`src/rtl/operand_matrix_streamer.sv`:
```
// Streams an N x N operand matrix from registered-read storage as a valid/ready element stream.
// First beat 2 cycles after the start edge; a 4-entry FIFO absorbs ready_i stalls and throttles read issue.

// Small synchronous FIFO with occupancy count; DEPTH must be a power of two.
module oms_fifo #(
  parameter int WIDTH = 8,
  parameter int DEPTH = 4,
  localparam int PW = $clog2(DEPTH),
  localparam int CW = $clog2(DEPTH + 1)
) (
  input  logic             clk,
  input  logic             rst_n,
  input  logic             push,
  input  logic [WIDTH-1:0] push_data,
  input  logic             pop,
  output logic [WIDTH-1:0] head,
  output logic [CW-1:0]    count
);
  logic [WIDTH-1:0] mem [DEPTH];
  logic [PW-1:0]    wr_ptr;
  logic [PW-1:0]    rd_ptr;

  always_ff @(posedge clk) begin
    if (push) mem[wr_ptr] <= push_data;
  end

  always_ff @(posedge clk or negedge rst_n) begin
    if (!rst_n) begin
      wr_ptr <= '0;
      rd_ptr <= '0;
      count  <= '0;
    end else begin
      if (push) wr_ptr <= wr_ptr + PW'(1);
      if (pop)  rd_ptr <= rd_ptr + PW'(1);
      count <= count + CW'(push) - CW'(pop);
    end
  end

  assign head = mem[rd_ptr];
endmodule

module operand_matrix_streamer #(
  parameter int DATA_WIDTH = 32,
  parameter int MAX_DIM    = 4,
  parameter int ADDR_WIDTH = 4,
  parameter int DIM_WIDTH  = 3
) (
  input  logic                  clk_i,
  input  logic                  rst_ni,
  input  logic                  start_i,
  input  logic [DIM_WIDTH-1:0]  dim_i,
  input  logic                  transpose_i,
  output logic [ADDR_WIDTH-1:0] mem_addr_o,
  input  logic [DATA_WIDTH-1:0] mem_rdata_i,
  output logic [DATA_WIDTH-1:0] data_o,
  output logic                  valid_o,
  input  logic                  ready_i,
  output logic                  last_o,
  output logic                  busy_o,
  output logic                  done_o
);
  localparam int FIFO_DEPTH = 4;
  localparam int CW = $clog2(FIFO_DEPTH + 1);

  typedef enum logic [1:0] {IDLE, ISSUE, DRAIN, DONE} state_t;

  state_t                state;
  logic [DIM_WIDTH-1:0]  dim_q;
  logic                  transpose_q;
  logic [DIM_WIDTH-1:0]  r;
  logic [DIM_WIDTH-1:0]  c;
  logic                  pend;
  logic                  pend_last;
  logic                  busy_q;
  logic                  done_q;
  logic [CW-1:0]         occ;
  logic [DATA_WIDTH:0]   head;
  logic [DIM_WIDTH-1:0]  dim_clamped;
  logic [3:0]            room;
  logic                  issue;
  logic                  last_rc;
  logic                  pop;

  assign dim_clamped = (dim_i > DIM_WIDTH'(MAX_DIM)) ? DIM_WIDTH'(MAX_DIM) : dim_i;
  // Reserve a slot for the read already in flight so the FIFO can never overflow.
  assign room    = 4'(occ) + 4'(pend);
  assign issue   = (state == ISSUE) && (room < 4'(FIFO_DEPTH));
  assign last_rc = (r == dim_q - DIM_WIDTH'(1)) && (c == dim_q - DIM_WIDTH'(1));
  assign valid_o = (occ != '0);
  assign pop     = valid_o && ready_i;

  oms_fifo #(.WIDTH(DATA_WIDTH + 1), .DEPTH(FIFO_DEPTH)) u_fifo (
    .clk       (clk_i),
    .rst_n     (rst_ni),
    .push      (pend),
    .push_data ({pend_last, mem_rdata_i}),
    .pop       (pop),
    .head      (head),
    .count     (occ)
  );

  always_ff @(posedge clk_i or negedge rst_ni) begin
    if (!rst_ni) begin
      state       <= IDLE;
      dim_q       <= '0;
      transpose_q <= 1'b0;
      r           <= '0;
      c           <= '0;
      pend        <= 1'b0;
      pend_last   <= 1'b0;
      busy_q      <= 1'b0;
      done_q      <= 1'b0;
    end else begin
      pend      <= issue;
      pend_last <= issue && last_rc;
      done_q    <= 1'b0;
      case (state)
        IDLE: begin
          if (start_i) begin
            dim_q       <= dim_clamped;
            transpose_q <= transpose_i;
            r           <= '0;
            c           <= '0;
            if (dim_clamped == '0) begin
              state  <= DONE;
              done_q <= 1'b1;
            end else begin
              state  <= ISSUE;
              busy_q <= 1'b1;
            end
          end
        end
        ISSUE: begin
          // Counters stop on the final read so the address holds through DRAIN.
          if (issue) begin
            if (last_rc) begin
              state <= DRAIN;
            end else if (!transpose_q) begin
              if (c == dim_q - DIM_WIDTH'(1)) begin
                c <= '0;
                r <= r + DIM_WIDTH'(1);
              end else begin
                c <= c + DIM_WIDTH'(1);
              end
            end else begin
              if (r == dim_q - DIM_WIDTH'(1)) begin
                r <= '0;
                c <= c + DIM_WIDTH'(1);
              end else begin
                r <= r + DIM_WIDTH'(1);
              end
            end
          end
        end
        DRAIN: begin
          if (pop && head[DATA_WIDTH]) begin
            state  <= DONE;
            done_q <= 1'b1;
            busy_q <= 1'b0;
          end
        end
        DONE: begin
          state <= IDLE;
          r     <= '0;
          c     <= '0;
        end
        default: state <= IDLE;
      endcase
    end
  end

  assign mem_addr_o = ADDR_WIDTH'(r) * ADDR_WIDTH'(MAX_DIM) + ADDR_WIDTH'(c);
  assign data_o     = valid_o ? head[DATA_WIDTH-1:0] : '0;
  assign last_o     = valid_o && head[DATA_WIDTH];
  assign busy_o     = busy_q;
  assign done_o     = done_q;
endmodule

```
`config.mk`:
```
export PLATFORM = sky130hd
export DESIGN_NAME = operand_matrix_streamer
export DESIGN_NICKNAME = d
export VERILOG_FILES = /design/src/rtl/operand_matrix_streamer.sv
export SDC_FILE = /design/constraint.sdc
export NUM_CORES = 1
export LEC_CHECK = 0
export BUFFER_PORTS_ARGS = -buffer_cell sky130_fd_sc_hd__buf_4
export CELL_PAD_IN_SITES_DETAIL_PLACEMENT = 1
export CELL_PAD_IN_SITES_GLOBAL_PLACEMENT = 1
export CORE_MARGIN = 2
export CORE_UTILIZATION = 35
export DETAILED_ROUTE_END_ITERATION = 10
export GPL_TIMING_DRIVEN = 0
export HOLD_SLACK_MARGIN = 0.1
export PLACE_DENSITY_LB_ADDON = 0.1
export SLEW_MARGIN = 20
export SYNTH_ARGS = -nofsm -noshare
export SYNTH_HDL_FRONTEND = slang
export SYNTH_HIERARCHICAL = 1
export SYNTH_SLANG_ARGS = --single-unit
```
`constraint.sdc`:
```
create_clock -name clk_i -period 4.1 [get_ports clk_i]
set_input_delay 0.82 -clock clk_i [delete_from_list [all_inputs] [get_ports clk_i]]
set_output_delay 0.82 -clock clk_i [all_outputs]
set_load 0.02 [all_outputs]
```
==> flow_metrics.py, run 1 <==
metrics = {
    "status": {
        "outcome": "complete, no violations",
    },
    "cells_and_area": {
        "most-common-layout-cells": "edfxtp_1 (132), buf_4 (81), and2_1 (35), mux4_2 (28), dfrtp_1 (23)",
        "final_common_cell": "edfxtp_1",
        "flow.area_growth_from_synthesis_pct": 24.2,
        "antennaDiodeCount": 0,
        "fraction_of_final_layout_cells_with_drive_strength_greater_than_1_pct": 35.9,
        "final_nets": 504,
    },
    "worst_setup_path": {
        "timing.critical_path.fanout_max": 10,
        "crit_chain": "or3_1 > clkbuf_1 > clkbuf_1 > and2_1 > buf_4",
        "critical_path_cell_with_the_highest_stage_delay": "dfrtp_1",
        "reg2regPathDepth": 9,
        "rr_endpoint": "u_fifo/count[2]$_DFF_PN0_",
        "critPathCaptureType": "primary output",
        "regToRegStartpoint": "u_fifo/count[1]$_DFF_PN0_",
        "timing.critical_path.required_ns": 3.28,
        "critPathLaunchType": "flip-flop",
        "setup.worst_path.class": "flip-flop to primary output",
        "critPathMostFrequentCell": "clkbuf_1",
        "cpPeakStageDelay_ns": 0.39,
        "regToRegSetupSlack_ns": 1.53,
        "cp_arrival_ns": 2.18,
    },
    "die": {
        "placement_rows": 49,
        "fp.coreArea_sq_um": 18100,
        "die_w_um": 140,
        "io-pin-count": 80,
        "initial_cell_density_of_the_core_pct": 36.0,
        "die_area_sq_um": 19700,
        "die_y_um": 140,
    },
    "synth": {
        "synth_sequential_area_ratio_pct": 69.8,
        "synthesis.yosys.warnings": 6,
        "synth.avg_cell_area_sq_um": 18.7,
        "synth.net_count": 402,
        "yosys_register_bits": 155,
        "synth_cells": 348,
        "mappedNetlistArea_sq_um": 6510,
        "post_synth_num_cell_types": 43,
    },
    "sta": {
        "setup_tns_ns": 0,
        "fmax_mhz": 333,
        "final_period_utilization_pct": 73.2,
        "worst-slew-pin-transition_ns": 0.580,
        "timing.slew.headroom_pct": 61.3,
        "report.final.setup_viol": 0,
        "timing.final.max_slew_violations": 0,
        "rsz0062_at_grt": "false",
        "finalCriticalPeriod_ns": 3.00,
        "final_worst_slack_ns": 1.10,
        "fin_worst_skew_ns": 0.00556,
        "fin_hold_ws_ns": 0.294,
        "timing.final.hold_violations": 0,
    },
    "placed_design": {
        "placement.setup.worst_slack_ns": 1.49,
        "final_replace_weighted_congestion": 0.733,
        "detailedPlacementHpwl_mm": 8.73,
        "quantity_of_i_o_buffers_inserted_on_ports": 79,
    },
    "clocking": {
        "clock_insertion_delay_worst_skew_ns": 0.42,
        "cts-resized-gates": 0,
        "cts-buffers-inserted": 17,
        "clock-root-buffer": "clkbuf_16",
        "path_clk_slew_ns": 0.06,
        "tritoncts_num_sinks": 155,
        "cts-root-to-sink-buffers": 2,
        "post_cts_buffers": 0,
        "cts_max_level": 4,
        "cts_tree": "yes",
        "cts_hold_buf": 0,
    },
    "global_routing": {
        "gr-total-overflow": 0,
        "pin_count_of_the_biggest_net_entering_global_routing": 24,
        "grt_antenna_before_repair": 0,
        "grt_util_all_layers_pct": 14.4,
        "grt_pass1_vias": 3788,
        "grt_pass1_wl_mm": 21.0,
    },
    "drt": {
        "vias_per_cell": 4.88,
        "route.antenna.remaining_nets": 0,
        "drt-wirelength-per-cell_um": 19.0,
        "drt_pre_antenna_iters": 4,
        "vias": 3376,
        "wl_mm": 13.1,
        "drt_first_iter_violations": 116,
        "post-route-drc-count": 0,
    },
    "hold_path": {
        "min-delay-path-class": "input port to asynchronous set/reset pin",
    },
    "pwr": {
        "peakVddDrop_mv": 0.346,
        "power.density_cell_area_nw_per_um2": 749,
        "leakagePower_nw": 3.01,
    },
    "run": {
        "number_of_max_cap_violations": 0,
    },
}
[power breakdown]
group	total [W]	switching [W]	leakage (nW)	internal, W
registers	0.00210	0.000118	1.49	0.00198
logic	0.00241	0.00125	1.25	0.00116
clock network	0.00154	0.000638	0.276	0.000906
total	0.00605	0.00200	3.01	0.00405
[metal layers]
metal  global-route usage, %  up-vias  share of wire (%)
li1                        -     1561                  -
met1                    17.3     1737                 43
met2                    25.3       63                 52
met3                    3.21       15                3.1
met4                    5.42        0                1.7
met5                       0        -                  0
[critical path, delay by kind of cell, from the launching register on]
family / cells / cell delay (ns)
buffers and inverters: 3 / 0.73
AND/OR/NAND/NOR: 2 / 0.64
flip-flops: 1 / 0.39
[per-stage QoR]
stage	area (sq um)	util [%]	power, W	cells
2_1_floorplan	6510	-	0.00372	348
3_3_place_gp	7390	40.8	0.00451	656
3_5_place_dp	7490	41.4	0.00461	660
4_1_cts	8080	44.7	0.00617	692
5_1_grt	8080	44.7	0.00641	692
6_report	8080	44.7	0.00605	692
[state kept, by name, indices dropped and copies added (netlist names)]
register,flops
done_o,1
c,3
u_fifo/rd_ptr,2
state,2
r,3
u_fifo/mem,132
u_fifo/count,3
dim_q,3
busy_o,1
pend_last,1
pend,1
u_fifo/wr_ptr,2
transpose_q,1
[how the worst max path moves through the flow]
| stage | start | to | slack [ns] | cells after the start |
|---|---|---|---|---|
| 2_1_floorplan | u_fifo/count[1]$_DFF_PN0_ | u_fifo/count[2]$_DFF_PN0_ | 1.82 | 9 |
| 3_3_place_gp | u_fifo/count[1]$_DFF_PN0_ | data_o[12] | 1.47 | 5 |
| 3_5_place_dp | u_fifo/count[1]$_DFF_PN0_ | data_o[12] | 1.49 | 5 |
| 4_1_cts | u_fifo/count[1]$_DFF_PN0_ | data_o[12] | 1.02 | 5 |
| 5_1_grt | u_fifo/count[1]$_DFF_PN0_ | data_o[12] | 0.93 | 5 |
| 6_report | u_fifo/count[1]$_DFF_PN0_ | data_o[12] | 1.10 | 5 |
[cells by family (layout without fill, tap and decap cells)]
kind of cell | after synthesis | count (layout) | share of synthesized area (%)
AOI/OAI and AO/OA | 22 | 22 | 2.67
muxes | 40 | 40 | 12.9
buffers and inverters | 26 | 141 | 2.56
and+or+nand+nor | 78 | 78 | 7.10
adders and majority gates | 14 | 14 | 2.81
xor gates and xnor gates | 13 | 13 | 2.17
DFF | 155 | 155 | 69.8
[cell type report]
type,instances,area (sq um)
fill,1755,10000
sequential,155,4540
multi-input combinational,167,1810
timing repair buffer,83,688
clock buffer,17,425
tap,229,287
clock inverter,15,166
buffer,14,121
inverter,12,45.0
[synth_stat cells, drive strengths merged]
library cell / n / area share [%]
nor3: 6 / 0.46
a2111oi: 2 / 0.29
or2b: 1 / 0.12
or2: 1 / 0.096
and3b: 2 / 0.27
xor2: 7 / 0.94
ha: 13 / 2.5
xnor2: 4 / 0.54
mux2i: 3 / 0.52
o22ai: 1 / 0.19
xnor3: 2 / 0.69
inv: 12 / 0.69
buf: 10 / 1.6
nand2: 11 / 0.63
or3: 2 / 0.19
clkbuf: 4 / 0.23
o31a: 1 / 0.13
mux4: 33 / 12
mux2: 4 / 0.69
nor2: 5 / 0.29
nand2b: 5 / 0.48
nor3b: 2 / 0.48
o21ai: 5 / 0.38
a22o: 3 / 0.40
fa: 1 / 0.31
a31oi: 3 / 0.29
a21o: 2 / 0.23
a211oi: 1 / 0.19
a31o: 1 / 0.13
nor2b: 1 / 0.096
dfrtp: 23 / 8.8
nand3: 3 / 0.23
and2: 39 / 3.7
edfxtp: 132 / 61
o32a: 1 / 0.15
o2bb2ai: 2 / 0.27
Note: power is estimated with default switching activity, not from simulation.
==> run 2, diff against run 1 <==
==> constraint.sdc (replaced) <==
create_clock -name clk_i -period 2.8 [get_ports clk_i]
set_input_delay 0.56 -clock clk_i [delete_from_list [all_inputs] [get_ports clk_i]]
set_output_delay 0.56 -clock clk_i [all_outputs]
set_load 0.02 [all_outputs]
==> run 2 against run 1 <==
Clock power grew 47%. Worst hold slack gained 0.042 ns. Sequential share of layout area shrank 0.096 points. Core utilization grew 0.076 points. Register-to-register slack lost 1.3 ns. Clock skew is essentially flat. Count of clock-buffer cells in the layout is the same. Critical endpoint is now data_o[1].
==> flow_metrics.py, run 2 (synthesis gave the netlist of run 1 again) <==
metrics = {
    "clocking": {
        "clock_insertion_delay_worst_skew_ns": 0.42,
        "cts-buffers-inserted": 17,
        "clock-root-buffer": "clkbuf_16",
        "tritoncts_num_sinks": 155,
        "cts_tree": "yes",
        "cts_max_level": 4,
        "path_clk_slew_ns": 0.06,
        "cts-root-to-sink-buffers": 2,
    },
    "sta": {
        "setup_tns_ns": 0,
        "finalCriticalPeriod_ns": 2.64,
        "timing.final.max_slew_violations": 0,
        "fmax_mhz": 379,
        "worst-slew-pin-transition_ns": 0.530,
        "timing.slew.headroom_pct": 64.7,
        "final_period_utilization_pct": 94.3,
        "timing.final.hold_violations": 0,
        "report.final.setup_viol": 0,
        "rsz0062_at_grt": "false",
        "fin_worst_skew_ns": 0.00555,
    },
    "drt": {
        "post-route-drc-count": 0,
        "vias": 3389,
        "wl_mm": 13.2,
        "vias_per_cell": 4.89,
        "drt_first_iter_violations": 127,
        "drt-wirelength-per-cell_um": 19.0,
        "route.antenna.remaining_nets": 0,
        "drt_pre_antenna_iters": 4,
    },
    "cells_and_area": {
        "instances_no_fill": 693,
        "antennaDiodeCount": 0,
        "most-common-layout-cells": "edfxtp_1 (132), buf_4 (81), and2_1 (35), mux4_2 (28), dfrtp_1 (23)",
        "fraction_of_final_layout_cells_with_drive_strength_greater_than_1_pct": 36.4,
        "final_common_cell": "edfxtp_1",
        "final_nets": 505,
        "max_ffs_per_register": 132,
        "postLayoutCellArea_sq_um": 8090,
        "registers.top_by_ff_count": "u_fifo/mem",
        "flow.area_growth_from_synthesis_pct": 24.4,
        "fillers": 1753,
    },
    "placed_design": {
        "quantity_of_i_o_buffers_inserted_on_ports": 79,
        "final_replace_weighted_congestion": 0.733,
        "detailedPlacementHpwl_mm": 8.73,
        "dpl-instance-area_sq_um": 7490,
        "cell_count_after_placement": 660,
    },
    "status": {
        "outcome": "complete, no violations",
    },
    "die": {
        "die_w_um": 140,
        "placement_rows": 49,
        "fp.coreArea_sq_um": 18100,
        "die_y_um": 140,
        "initial_cell_density_of_the_core_pct": 36.0,
        "die_area_sq_um": 19700,
        "io-pin-count": 80,
    },
    "pwr": {
        "power.density_cell_area_nw_per_um2": 1100,
        "leakagePower_nw": 3.02,
        "peakVddDrop_mv": 0.505,
    },
    "worst_setup_path": {
        "critical_path_cell_with_the_highest_stage_delay": "dfrtp_1",
        "setup.worst_path.class": "flip-flop to primary output",
        "cp_arrival_ns": 2.08,
        "crit_buf_inv": 3,
        "crit_chain": "or3_1 > clkbuf_1 > clkbuf_2 > and2_1 > buf_4",
        "timing.critical_path.required_ns": 2.24,
        "critPathCaptureType": "primary output",
        "regToRegSetupSlack_ns": 0.23,
        "cpPeakStageDelay_ns": 0.39,
        "timing.critical_path.fanout_max": 10,
        "critPathLaunchType": "flip-flop",
        "timing.critical_path.max_delay_family": "buffers and inverters",
    },
    "global_routing": {
        "grt_pass1_vias": 3782,
        "gr-total-overflow": 0,
        "grt_util_all_layers_pct": 14.4,
        "grt_antenna_before_repair": 0,
        "pin_count_of_the_biggest_net_entering_global_routing": 24,
        "grt_pass1_wl_mm": 21.0,
    },
    "run": {
        "number_of_max_cap_violations": 0,
    },
    "hold_path": {
        "min-delay-path-class": "input port to flip-flop",
    },
}
==> run 2: cell count changes in the layout (fill, tap and decap cells not counted), sizes merged <==
cell,previous run,this run
dlygate4sd3,0,1
buf,93,94
clkbuf,21,20
==> run 2: worst paths after layout <==
check / start / endpoint / depth (start not counted)
min in group asynchronous: rst_ni / dim_q[1]$_DFFE_PN0P_ / 2
max in group asynchronous: rst_ni / u_fifo/count[1]$_DFF_PN0_ / 2
setup / recovery: u_fifo/count[1]$_DFF_PN0_ / data_o[1] / 5
hold reg to reg: dim_q[1]$_DFFE_PN0P_ / dim_q[1]$_DFFE_PN0P_ / 2
hold / removal: mem_rdata_i[26] / u_fifo/mem[2][26]$_DFFE_PP_ / 1
setup reg to reg: u_fifo/count[1]$_DFF_PN0_ / u_fifo/count[2]$_DFF_PN0_ / 9
==> run 2: timing repair <==
action / in CTS / in global routing
hold endpoints to repair: 23 / 0
setup buffers: 0 / 0
gates resized for setup: 2 / 3
setup endpoints to repair: 8 / 12
hold buffers: 1 / 0
==> run 2: worst register-to-register path, stage by stage, from the launching register on <==
cell and delay, ns:
dfrtp_1 0.39, or3_1 0.37, clkbuf_1 0.23, and2_1 0.27, ha_1 0.29, inv_1 0.04
ha_1 0.19, fa_1 0.38, xnor2_1 0.19, xnor2_1 0.15
==> run 2: area by class of cell <==
class / instances / area, sq um / area share, %
Clock buffer: 17 / 425 / 5.26
Buffer: 14 / 125 / 1.55
Tap cell: 229 / 287 / 3.54
Timing Repair Buffer: 84 / 698 / 8.63
Multi-Input combinational cell: 167 / 1810 / 22.3
Sequential cell: 155 / 4540 / 56.1
Clock inverter: 15 / 166 / 2.06
Inverter: 12 / 45.0 / 0.557
==> run 2: routing by layer <==
metal,global-route usage (%),wire (um)
met1,17.3,5650
met2,25.3,6880
met3,3.21,397
met4,5.42,222
met5,0,0
==> run 2: stage by stage <==
step	hold WS, ns	utilization (%)	worst slack (ns)	power, W
after floorplan	0.264	-	0.519	0.00545
after global placement	0.466	40.8	0.193	0.00661
after detailed placement	0.488	41.4	0.216	0.00675
after CTS	0.318	44.7	0.0133	0.00905
after global routing	0.322	44.7	0.0107	0.00939
final	0.336	44.7	0.159	0.00886
==> run 2: report_power, final <==
| group | leakage, nW | internal, W | switching, W |
|---|---|---|---|
| sequential | 1.49 | 0.00290 | 0.000174 |
| combinational | 1.26 | 0.00171 | 0.00182 |
| clock | 0.276 | 0.00133 | 0.000935 |
| total | 3.02 | 0.00593 | 0.00293 |
